<file path="src/rtl/spm_dma_pkg.sv">
// ============================================================================
// Module   : spm_dma_pkg
// Brief    : Shared types and constants for the scratchpad stream DMA.
// Revision : 1.0
// ============================================================================
`default_nettype none

package spm_dma_pkg;

    typedef enum logic [1:0] {
        ST_IDLE  = 2'd0,
        ST_READ  = 2'd1,
        ST_WRITE = 2'd2
    } dma_state_t;

    localparam logic       DIR_READ       = 1'b0;
    localparam logic       DIR_WRITE      = 1'b1;
    localparam int         SPM_WORD_WIDTH = 32;
    localparam logic [3:0] SPM_BE_FULL    = 4'hF;

endpackage

`default_nettype wire

</file>
<file path="src/rtl/spm_dma_skid.sv">
// ============================================================================
// Module   : spm_dma_skid
// Brief    : 2-entry fall-through valid/ready FIFO for the DMA read path.
// Revision : 1.0
// ============================================================================
`default_nettype none

module spm_dma_skid #(
    parameter int WIDTH = 32
) (
    input  logic             clock,
    input  logic             reset,
    input  logic             in_valid,
    input  logic [WIDTH-1:0] in_data,
    output logic             out_valid,
    output logic [WIDTH-1:0] out_data,
    input  logic             out_ready,
    output logic [1:0]       occupancy
);

    logic [WIDTH-1:0] r_mem [2];
    logic             r_rd_ptr;
    logic             r_wr_ptr;
    logic [1:0]       r_count;

    logic w_empty;
    logic w_store;
    logic w_drain;

    // An arriving word bypasses storage when the FIFO is empty and the sink is ready.
    assign w_empty   = (r_count == 2'd0);
    assign w_store   = in_valid && !(w_empty && out_ready);
    assign w_drain   = out_ready && !w_empty;
    assign out_valid = !w_empty || in_valid;
    assign out_data  = !w_empty ? r_mem[r_rd_ptr] : (in_valid ? in_data : '0);
    assign occupancy = r_count;

    always_ff @(posedge clock) begin
        if (reset) begin
            r_rd_ptr <= 1'b0;
            r_wr_ptr <= 1'b0;
            r_count  <= 2'd0;
        end else begin
            if (w_store) begin
                r_mem[r_wr_ptr] <= in_data;
                r_wr_ptr        <= ~r_wr_ptr;
            end
            if (w_drain) begin
                r_rd_ptr <= ~r_rd_ptr;
            end
            r_count <= r_count + {1'b0, w_store} - {1'b0, w_drain};
        end
    end

endmodule

`default_nettype wire

</file>
<file path="src/rtl/spm_stream_dma.sv">
// ============================================================================
// Module   : spm_stream_dma
// Brief    : Block DMA between the scratchpad port and tx/rx valid/ready streams.
// Revision : 1.0
// ============================================================================
`default_nettype none

module spm_stream_dma
    import spm_dma_pkg::*;
#(
    parameter int ADDR_WIDTH = 11,
    parameter int LEN_WIDTH  = 12
) (
    input  logic                      clock,
    input  logic                      reset,
    input  logic                      start,
    input  logic                      direction,
    input  logic [ADDR_WIDTH-1:0]     startAddress,
    input  logic [LEN_WIDTH-1:0]      wordCount,
    output logic                      busy,
    output logic                      done,
    output logic                      spmRequest,
    input  logic                      spmGrant,
    output logic [3:0]                spmByteWe,
    output logic [ADDR_WIDTH-1:0]     spmAddress,
    output logic [SPM_WORD_WIDTH-1:0] spmWriteData,
    input  logic [SPM_WORD_WIDTH-1:0] spmReadData,
    output logic [SPM_WORD_WIDTH-1:0] txData,
    output logic                      txValid,
    input  logic                      txReady,
    input  logic [SPM_WORD_WIDTH-1:0] rxData,
    input  logic                      rxValid,
    output logic                      rxReady
);

    dma_state_t            r_state;
    dma_state_t            w_state_next;
    logic [ADDR_WIDTH-1:0] r_addr;
    logic [LEN_WIDTH-1:0]  r_issue_left;
    logic [LEN_WIDTH-1:0]  r_tx_left;
    logic                  r_inflight;
    logic                  r_done;

    logic       w_accept;
    logic       w_room;
    logic       w_rd_fire;
    logic       w_wr_fire;
    logic       w_tx_fire;
    logic       w_last;
    logic [1:0] w_occ;

    spm_dma_skid #(
        .WIDTH (SPM_WORD_WIDTH)
    ) u_skid (
        .clock     (clock),
        .reset     (reset),
        .in_valid  (r_inflight),
        .in_data   (spmReadData),
        .out_valid (txValid),
        .out_data  (txData),
        .out_ready (txReady),
        .occupancy (w_occ)
    );

    assign w_accept   = (r_state == ST_IDLE) && start;
    // Buffered words plus the read returning this cycle must leave a free slot.
    assign w_room     = ({1'b0, w_occ} + {2'b00, r_inflight}) < 3'd2;
    assign w_tx_fire  = txValid && txReady;
    assign busy       = (r_state != ST_IDLE);
    assign done       = r_done;
    assign spmAddress = r_addr;

    always_comb begin
        w_state_next = r_state;
        spmRequest   = 1'b0;
        spmByteWe    = '0;
        spmWriteData = '0;
        rxReady      = 1'b0;
        w_rd_fire    = 1'b0;
        w_wr_fire    = 1'b0;
        w_last       = 1'b0;
        case (r_state)
            ST_IDLE: begin
                if (w_accept && (wordCount != '0)) begin
                    w_state_next = (direction == DIR_WRITE) ? ST_WRITE : ST_READ;
                end
            end
            ST_READ: begin
                spmRequest = (r_issue_left != '0) && w_room;
                w_rd_fire  = spmRequest && spmGrant;
                if (w_tx_fire && (r_tx_left == LEN_WIDTH'(1))) begin
                    w_last       = 1'b1;
                    w_state_next = ST_IDLE;
                end
            end
            ST_WRITE: begin
                spmRequest = (r_issue_left != '0);
                rxReady    = spmGrant && (r_issue_left != '0);
                w_wr_fire  = rxReady && rxValid;
                if (w_wr_fire) begin
                    spmByteWe    = SPM_BE_FULL;
                    spmWriteData = rxData;
                    if (r_issue_left == LEN_WIDTH'(1)) begin
                        w_last       = 1'b1;
                        w_state_next = ST_IDLE;
                    end
                end
            end
            default: w_state_next = ST_IDLE;
        endcase
    end

    always_ff @(posedge clock) begin
        if (reset) begin
            r_state      <= ST_IDLE;
            r_addr       <= '0;
            r_issue_left <= '0;
            r_tx_left    <= '0;
            r_inflight   <= 1'b0;
            r_done       <= 1'b0;
        end else begin
            r_state    <= w_state_next;
            r_inflight <= w_rd_fire;
            r_done     <= w_last || (w_accept && (wordCount == '0));
            if (w_accept && (wordCount != '0)) begin
                r_addr       <= startAddress;
                r_issue_left <= wordCount;
                r_tx_left    <= wordCount;
            end else begin
                if (w_rd_fire || w_wr_fire) begin
                    r_addr       <= r_addr + ADDR_WIDTH'(1);
                    r_issue_left <= r_issue_left - LEN_WIDTH'(1);
                end
                if (w_tx_fire && (r_state == ST_READ)) begin
                    r_tx_left <= r_tx_left - LEN_WIDTH'(1);
                end
            end
        end
    end

endmodule

`default_nettype wire

</file>
<file path="config.mk">
export PLATFORM = sky130hd
export DESIGN_NAME = spm_stream_dma
export DESIGN_NICKNAME = d
export VERILOG_FILES = /design/src/rtl/spm_dma_pkg.sv /design/src/rtl/spm_dma_skid.sv /design/src/rtl/spm_stream_dma.sv
export SDC_FILE = /design/constraint.sdc
export NUM_CORES = 1
export LEC_CHECK = 0
export CORE_ASPECT_RATIO = 0.75
export CORE_MARGIN = 2
export CORE_UTILIZATION = 29
export CTS_BUF_LIST = sky130_fd_sc_hd__clkbuf_8 sky130_fd_sc_hd__clkbuf_16
export CTS_CLUSTER_SIZE = 12
export DETAILED_ROUTE_END_ITERATION = 7
export SLEW_MARGIN = 20
export SYNTH_ARGS = -nofsm -noshare
export SYNTH_HDL_FRONTEND = slang
export SYNTH_SLANG_ARGS = --single-unit
</file>
<file path="constraint.sdc">
create_clock -name clock -period 3.69 [get_ports clock]
set_clock_uncertainty 0.05 [all_clocks]
set_input_delay 0.738 -clock clock [delete_from_list [all_inputs] [get_ports clock]]
set_output_delay 0.738 -clock clock [all_outputs]
set_load 0.01 [all_outputs]
</file>
# Yosys cells after proc, flatten, opt, wreduce, memory -nomap -nowiden
# Memories as Yosys holds them, arrays and structs flattened. A register that Yosys moved wholly into a read port is not among the register bits.
# Cells that the tools add are included.
# word_totals
ff_bits	43
mem_bits_rw	64
in_bits	94
out_inout_bits	84
word_cells	85
memories	1
# mem_list
memory	depth	width	rd	rd_ports_with_merged_regs	wr	line	source
u_skid.r_mem	2	32	1	1	1	spm_dma_skid.sv:21	logic [WIDTH-1:0] r_mem [2];
# classes
addsub	6
n_lt_le_gt_ge	1
n_eq_ne	8
n_mux	31
n_bitwise	2
n_reduce_logical	27
# ops
operator	count
two-way mux 32 bit	4
two-way mux 12 bit	4
equality test 12 x 1 -> 1 bit (second input constant)	2
nonzero test 12 bit	2
subtractor 12 x 1 -> 12 bit (second input constant)	2
two-way mux 11 bit	2
logical AND 1 bit	13
zero test 12 bit	1
adder 11 x 1 -> 11 bit (second input constant)	1
two-way mux 1 bit	11
two-way mux 2 bit	5
two-way mux 4 bit	2
!= test 2 bit (second input constant)	3
one-hot mux 2 bit (3 select lines)	1
nonzero test 2 bit	3
zero test 2 bit	2
one-hot mux 1 bit (2 select lines)	2
AND reduction 4 bit	1
adder 2 x 1 -> 3 bit	1
logical OR 1 bit	3
less-than comparator 3 x 2 -> 1 bit (second input constant)	1
adder 2 x 1 -> 2 bit	1
equality test 2 x 1 -> 1 bit (second input constant)	1
equality test 2 bit (second input constant)	1
4 further kinds	6

# Longest topological paths before layout
# Gate-level depths: netlist (run 1).
# depth
ltp_word	8
ltp_mapped	9

# By module
# A second synthesis (run 1) with hierarchy kept.
# hier_totals
cells_unflattened	510
hier_area_um2	5400.2
# modules_own_cells
mod	n_inst	cells_per_inst	area_each_um2	seq_area_each_um2
spm_dma_skid	1	201	2885.3	2021.9
spm_stream_dma	1	309	2514.9	780.7

# Worst setup path before layout (run 1)
# Ideal clock, no wire load.
# synth_path
kind	input-to-reg
startpoint	input port reset
endpoint	memory u_skid.r_mem[0][0], enable pin
setup_time_ns	0.461
arrival_time_ns	3.363
required_ns	3.179
path_slack_ns	-0.184
path_stages	3
path_cell_list	clkbuf_1 -> clkbuf_1 -> nor3_1
# synth_between
elab_chain_len	2
# synth_lines
element	line	source
start, declared	spm_stream_dma.sv:15	input logic reset,
two-way mux 1 bit	spm_dma_skid.sv:39	if (reset) begin
two-way mux 1 bit (not written as such)	spm_dma_skid.sv:45	r_mem[r_wr_ptr] <= in_data;
end, declared	spm_dma_skid.sv:21	
# Every way passes these cells.

# Worst setup path after layout (run 1)
# layout_path
startpoint	input port rxValid
endpoint	output port spmByteWe[1]
# layout_between
elab_chain_len	3
# layout_lines
element	line	source
start, declared	spm_stream_dma.sv:32	input logic rxValid,
logical AND 1 bit	spm_stream_dma.sv:99	w_wr_fire = rxReady && rxValid;
two-way mux 4 bit	spm_stream_dma.sv:100	if (w_wr_fire) begin
two-way mux 4 bit	spm_stream_dma.sv:82	case (r_state)
end, declared	spm_stream_dma.sv:24	output logic [3:0] spmByteWe,
# Every way passes these cells.

==> impl_metrics.env, run 1 <==
export IMPL_status="finished, final reports clean"
export IMPL_cts_num_sinks=108
export IMPL_relSlewSlack=0.458
export IMPL_ys_seq_elements=108
export IMPL_hp_class="reg -> reg"
export IMPL_synthXorXnorAreaFrac=0.0513
export IMPL_antenna_left=0
export IMPL_hold_buffers=0
export IMPL_synthArstFlopShare=0
export IMPL_finalPower_w=0.00393
export IMPL_mappedNetlistArea_um2=5460
export IMPL_grt_pass1_vias=4391
export IMPL_tns_ps=0
export IMPL_grt_pass1_wl_mm=22.9
export IMPL_wl_mm=15.0
export IMPL_synthMuxAreaShare=0.0641
export IMPL_syn_to_final_growth_pct=42.2
export IMPL_cp_required_ps=2900
export IMPL_antenna_found_initial=0
export IMPL_synth_area_top_cells="edfxtp_1 35%, dfxtp_1 16%, mux2i_1 6.4%, and3_1 4.6%, nand3_1 4.0%"
export IMPL_top_usage_layer="met2"
export IMPL_synth_top_cell_area_share=0.352
export IMPL_drtIter0Drc=335
export IMPL_drive_gt1_frac=0.0642
export IMPL_synth_top_family_by_area="simple AND/OR/NAND/NOR gates"
export IMPL_synth_nets=622
export IMPL_critPathCaptureType="output port"
export IMPL_crit_arrival_ps=2630
export IMPL_firstDrtPassIters=4
export IMPL_nNetsFinal=784
export IMPL_avgViaCountPerCell=4.89
export IMPL_cts_buffers=9
export IMPL_leakage_nw=2.71
export IMPL_cp_max_fo=34
export IMPL_start_util=0.296
export IMPL_critPathKind="in -> out"
export IMPL_clk_root_buffer_cell="clkbuf_16"
export IMPL_synth_avg_cell_area_um2=10.5
export IMPL_synth_most_common_cell="edfxtp_1"
export IMPL_hpwl_mm=11.0
export IMPL_max_slew_worst_pin_slew_ps=810
export IMPL_die_y_um=123
export IMPL_die_area_um2=20000
export IMPL_rsz0062_at_grt="false"
export IMPL_cts_buffer_depth=2
export IMPL_grt_max_degree=35
export IMPL_finalCritPeriodShare=0.927
export IMPL_worst_skew_pair_late_latency_ps=350
export IMPL_via_count=4567
export IMPL_cp_start_kind="input pin"
export IMPL_period_minus_slack_ps=3420
export IMPL_cts_resized=0
export IMPL_ioPinCount=178
export IMPL_die_w_um=162
export IMPL_core_um2=18500
export IMPL_peakVddDrop_uv=190
export IMPL_synth_top_area_cell="edfxtp_1"
export IMPL_gp_congestion=0.805
export IMPL_postCtsSetupBuffers=0
export IMPL_fin_ws_ps=269
export IMPL_synth_edf_count=64
export IMPL_globalRouteMet3Util=0.0385
export IMPL_pre_cts_ws_ps=278
export IMPL_num_rows=43
export IMPL_cts_tree="built"
export IMPL_synthAdderAreaFrac=0.0229
export IMPL_dp_cells=916
export IMPL_max_freq_ghz=0.292
export IMPL_synth_distinct_cells=45
export IMPL_grt_overflow=0
export IMPL_drv_slew=0
export IMPL_final_hold_viol_count=0
export IMPL_remaining_drc_errors=0
export IMPL_synth_common_cells="64 x edfxtp_1, 44 x dfxtp_1, 44 x nand3_1"
export IMPL_powerDensity_nw_per_um2=507
export IMPL_synth_seq_area_share=0.513
export IMPL_synthSimpleGateAreaFrac=0.198
export IMPL_synth_flop_cell="edfxtp_1"
export IMPL_grt_met2_usage=0.224
export IMPL_met1_usage=0.207
export IMPL_setup_viol=0
export IMPL_routedWlPerCell_um=16.1
export IMPL_synth_compound_area_frac=0.100
export IMPL_grt_total_usage=0.147
export IMPL_synth_warnings=0
export IMPL_io_buffers=177
export IMPL_maxCapViolCount=0
export IMPL_htree_levels=3
export IMPL_clk_pin_slew_worst_paths_ps=70
export IMPL_netlist_instances=518
export IMPL_final_cells=933
[registers in the layout (all words and copies together) (netlist names), named ones only]
signal            flops
u_skid.r_mem         64
r_issue_left         12
r_tx_left            12
spmAddress           11
r_state               2
u_skid.occupancy      2
done                  1
r_inflight            1
u_skid.r_rd_ptr       1
u_skid.r_wr_ptr       1
[cells by family after synthesis]
| kind of cell | Yosys count |
|---|---|
| AO/OA/AOI/OAI | 90 |
| multiplexers | 35 |
| flip-flops | 108 |
| AND/OR/NAND/NOR | 187 |
| XOR/XNOR | 32 |
| buffers and inverters | 56 |
| adder cells (fa/ha/maj) | 10 |
[stage by stage]
| stage | hold slack (ps) | utilization | instance area, um^2 |
|---|---|---|---|
| after floorplan | 419 | - | 5470 |
| after global placement | 434 | 0.405 | 7460 |
| after detailed placement | 457 | 0.405 | 7460 |
| after CTS | 473 | 0.421 | 7760 |
| after global routing | 499 | 0.421 | 7760 |
| final | 468 | 0.421 | 7760 |
[final cells by class]
cell class,instances,area [um^2]
diodes,1,2.50
clock buffers,9,225
clock inverters,7,72.6
multi-input cells,354,2410
flip-flops and latches,108,2800
well taps,247,309
inverters,16,60.1
fillers,1747,10700
repair buffers,191,1880
[routing by layer]
layer | wire length, um | part of all wire | up-vias
met5 | 0 | 0 | -
met4 | 136 | 0.0091 | 0
met3 | 1020 | 0.068 | 13
met2 | 6650 | 0.44 | 147
met1 | 7180 | 0.48 | 2186
li1 | - | - | 2221
[where the power goes]
| part | switching (W) | total [W] | internal [W] |
|---|---|---|---|
| Combinational | 0.000731 | 0.00145 | 0.000718 |
| Clock | 0.000478 | 0.000956 | 0.000479 |
| Sequential | 0.000153 | 0.00153 | 0.00138 |
| Total | 0.00136 | 0.00393 | 0.00257 |
[worst max-delay path: stages]
cell and delay [ps]:
clkdlybuf4s50_1 1000, and2_1 320, clkdlybuf4s50_1 570
[final timing paths]
check	startpoint	slack, ps	depth (start not counted)	to
worst max-delay path	rxValid	270	3	spmByteWe[1]
worst min-delay path	u_skid.r_rd_ptr	470	2	register
worst max register to register	u_skid.occupancy[0]	1580	8	u_skid.occupancy[1]
worst min register to register	u_skid.r_rd_ptr	470	2	register
[layout by cell type (no fill, tap or decap), drive strengths merged, types with 2 or more instances in the layout]
master	instances
clkdlybuf4s50	177
edfxtp	64
nand3	45
dfxtp	44
and3	40
o21ai	37
mux2i	35
nor2	28
a21oi	22
xor2	21
inv	19
nand2	15
buf	14
nand4	14
nor3	13
xnor2	11
o21bai	10
ha	10
a211oi	10
clkbuf	9
or3	7
nor4	6
and2	4
nand2b	4
nand4b	3
nor3b	3
clkinv	3
o211ai	2
nand3b	2
nor2b	2
a31oi	2
Power figures use the tool's default switching activity.
==> inputs of run 2 (changes only) <==
--- a/config.mk
+++ b/config.mk
@@ -8,10 +8,10 @@
 export CORE_ASPECT_RATIO = 0.75
 export CORE_MARGIN = 2
 export CORE_UTILIZATION = 29
-export CTS_BUF_LIST = sky130_fd_sc_hd__clkbuf_8 sky130_fd_sc_hd__clkbuf_16
-export CTS_CLUSTER_SIZE = 12
+export CTS_BUF_LIST = sky130_fd_sc_hd__clkbuf_8
 export DETAILED_ROUTE_END_ITERATION = 7
 export SLEW_MARGIN = 20
 export SYNTH_ARGS = -nofsm -noshare
 export SYNTH_HDL_FRONTEND = slang
 export SYNTH_SLANG_ARGS = --single-unit
+export TNS_END_PERCENT = 100
==> run 2 against run 1 <==
Routed wire length grew 0.15%. Via count down 0.70%. Non-clock buffer count unchanged. Highest routed layer unchanged.
==> impl_metrics.env, run 2 (synthesis results as in run 1) <==
export IMPL_cts_tree="built"
export IMPL_peakVddDrop_uv=178
export IMPL_grt_pass1_vias=4379
export IMPL_cts_resized=0
export IMPL_die_area_um2=20000
export IMPL_top_regs="u_skid.r_mem x64, r_issue_left x12, r_tx_left x12"
export IMPL_final_common_cell="clkdlybuf4s50_1"
export IMPL_cts_num_sinks=108
export IMPL_p_comb_frac=0.392
export IMPL_hold_buffers=0
export IMPL_start_util=0.296
export IMPL_powerDensity_nw_per_um2=483
export IMPL_cellInternalPower_w=0.00236
export IMPL_relSlewSlack=0.457
export IMPL_grt_max_degree=35
export IMPL_core_um2=18500
export IMPL_htree_levels=3
export IMPL_worst_skew_pair_late_latency_ps=380
export IMPL_cts_buffers=9
export IMPL_maxCapViolCount=0
export IMPL_cp_required_ps=2900
export IMPL_clk_root_buffer_cell="clkbuf_8"
export IMPL_critPathCaptureType="output port"
export IMPL_max_freq_ghz=0.292
export IMPL_antenna_found_initial=0
export IMPL_multi_input_area_um2=2410
export IMPL_avgViaCountPerCell=4.86
export IMPL_seqPwrFrac=0.413
export IMPL_nNetsFinal=784
export IMPL_num_rows=43
export IMPL_gp_congestion=0.805
export IMPL_tns_ps=0
export IMPL_antenna_left=0
export IMPL_cts_buffer_depth=2
export IMPL_top_register="u_skid.r_mem"
export IMPL_switching_share=0.362
export IMPL_ioPinCount=178
export IMPL_cp_max_fo=34
export IMPL_mostFrequentLayoutCells="177 x clkdlybuf4s50_1, 64 x edfxtp_1, 44 x nand3_1"
export IMPL_drv_slew=0
export IMPL_drive_gt1_frac=0.0642
export IMPL_grt_total_usage=0.146
export IMPL_syn_to_final_growth_pct=40.3
export IMPL_max_slew_worst_pin_slew_ps=811
export IMPL_crit_arrival_ps=2630
export IMPL_largest_reg_flops=64
export IMPL_postCtsSetupBuffers=0
export IMPL_dp_cells=916
export IMPL_hp_class="reg -> reg"
export IMPL_firstDrtPassIters=4
export IMPL_slowest_stage="clkdlybuf4s50_1"
export IMPL_grt_overflow=0
export IMPL_routedWlPerCell_um=16.1
export IMPL_clkPwrFrac=0.194
export IMPL_critPathMaxStageDelay_ps=1000
export IMPL_via_count=4535
export IMPL_min_path_cells=2
export IMPL_regArea_um2=2800
export IMPL_hpwl_mm=11.0
export IMPL_rsz0062_at_grt="false"
export IMPL_io_buffers=177
export IMPL_p_sw_w=0.00134
export IMPL_cp_cell_sequence="clkdlybuf4s50_1 > and2_1 > clkdlybuf4s50_1"
export IMPL_leakage_nw=2.67
export IMPL_die_y_um=123
export IMPL_final_cells=933
export IMPL_reg2regPathDepth=8
export IMPL_cp_start_kind="input pin"
export IMPL_finalCritPeriodShare=0.927
export IMPL_period_minus_slack_ps=3420
export IMPL_grt_pass1_wl_mm=22.9
export IMPL_cp_top_family="buffers and inverters"
export IMPL_drtIter0Drc=317
export IMPL_clk_pin_slew_worst_paths_ps=100
export IMPL_crit_buf_inv=2
export IMPL_wl_mm=15.0
export IMPL_fillers=1755
export IMPL_setup_viol=0
export IMPL_critPathKind="in -> out"
export IMPL_die_w_um=162
export IMPL_remaining_drc_errors=0
export IMPL_status="finished, final reports clean"
export IMPL_cp_common_cell="clkdlybuf4s50_1"
export IMPL_final_hold_viol_count=0
export IMPL_cp_num_cells=3
run 2: cell count changes in the layout (fill, tap and decap cells not counted):
cell       before  now
clkbuf_16       9    0
clkbuf_8        0    9
run 2: worst reg2reg max path, stage by stage (launching register included):
cell and delay (ps):
dfxtp_1 380, nor2_4 480, nor2_1 160, ha_1 330
inv_1 40, ha_1 180, xnor2_1 190, xnor2_1 150
nor2_1 50
run 2: final cells by class:
type,count,share of cell area
clock inverter,7,0.00947
clock buffer,9,0.0162
sequential,108,0.366
tap,247,0.0403
timing repair buffer,191,0.245
inverter,16,0.00784
antenna,1,0.000327
multi-input combinational,354,0.315
run 2: routing by layer:
| metal | vias to the layer above | routed length, um | track usage | part of all wire |
|---|---|---|---|---|
| met3 | 12 | 1050 | 0.0406 | 0.070 |
| met5 | - | 0 | 0 | 0 |
| met1 | 2155 | 7210 | 0.208 | 0.48 |
| li1 | 2216 | - | - | - |
| met2 | 152 | 6610 | 0.223 | 0.44 |
| met4 | 0 | 144 | 0.0310 | 0.0096 |
run 2: stage by stage:
step	power (W)	hold slack, ps	worst slack, ps	util	cell area [um^2]
final	0.00370	474	270	0.415	7660
after global routing	0.00393	504	152	0.415	7660
after CTS	0.00373	480	279	0.415	7660
after global placement	0.00298	434	394	0.405	7460
after detailed placement	0.00301	457	278	0.405	7460
after floorplan	0.00235	419	810	-	5470
run 2: power by group through the flow:
stage / Combinational, W / Clock, W / Sequential [W]
finish: 0.00145 / 0.000720 / 0.00153
global route: 0.00158 / 0.000800 / 0.00155
CTS: 0.00146 / 0.000742 / 0.00153
detailed placement: 0.00145 / 0 / 0.00156
global placement: 0.00143 / 0 / 0.00155
floorplan: 0.000848 / 0 / 0.00150
run 2: worst paths after layout:
check                                         start             endpoint  slack, ps
worst max-delay path                        rxValid         spmByteWe[1]        270
worst max register to register  u_skid.occupancy[0]  u_skid.occupancy[1]       1570
worst min register to register      u_skid.r_rd_ptr             register        470
worst min-delay path                u_skid.r_rd_ptr             register        470
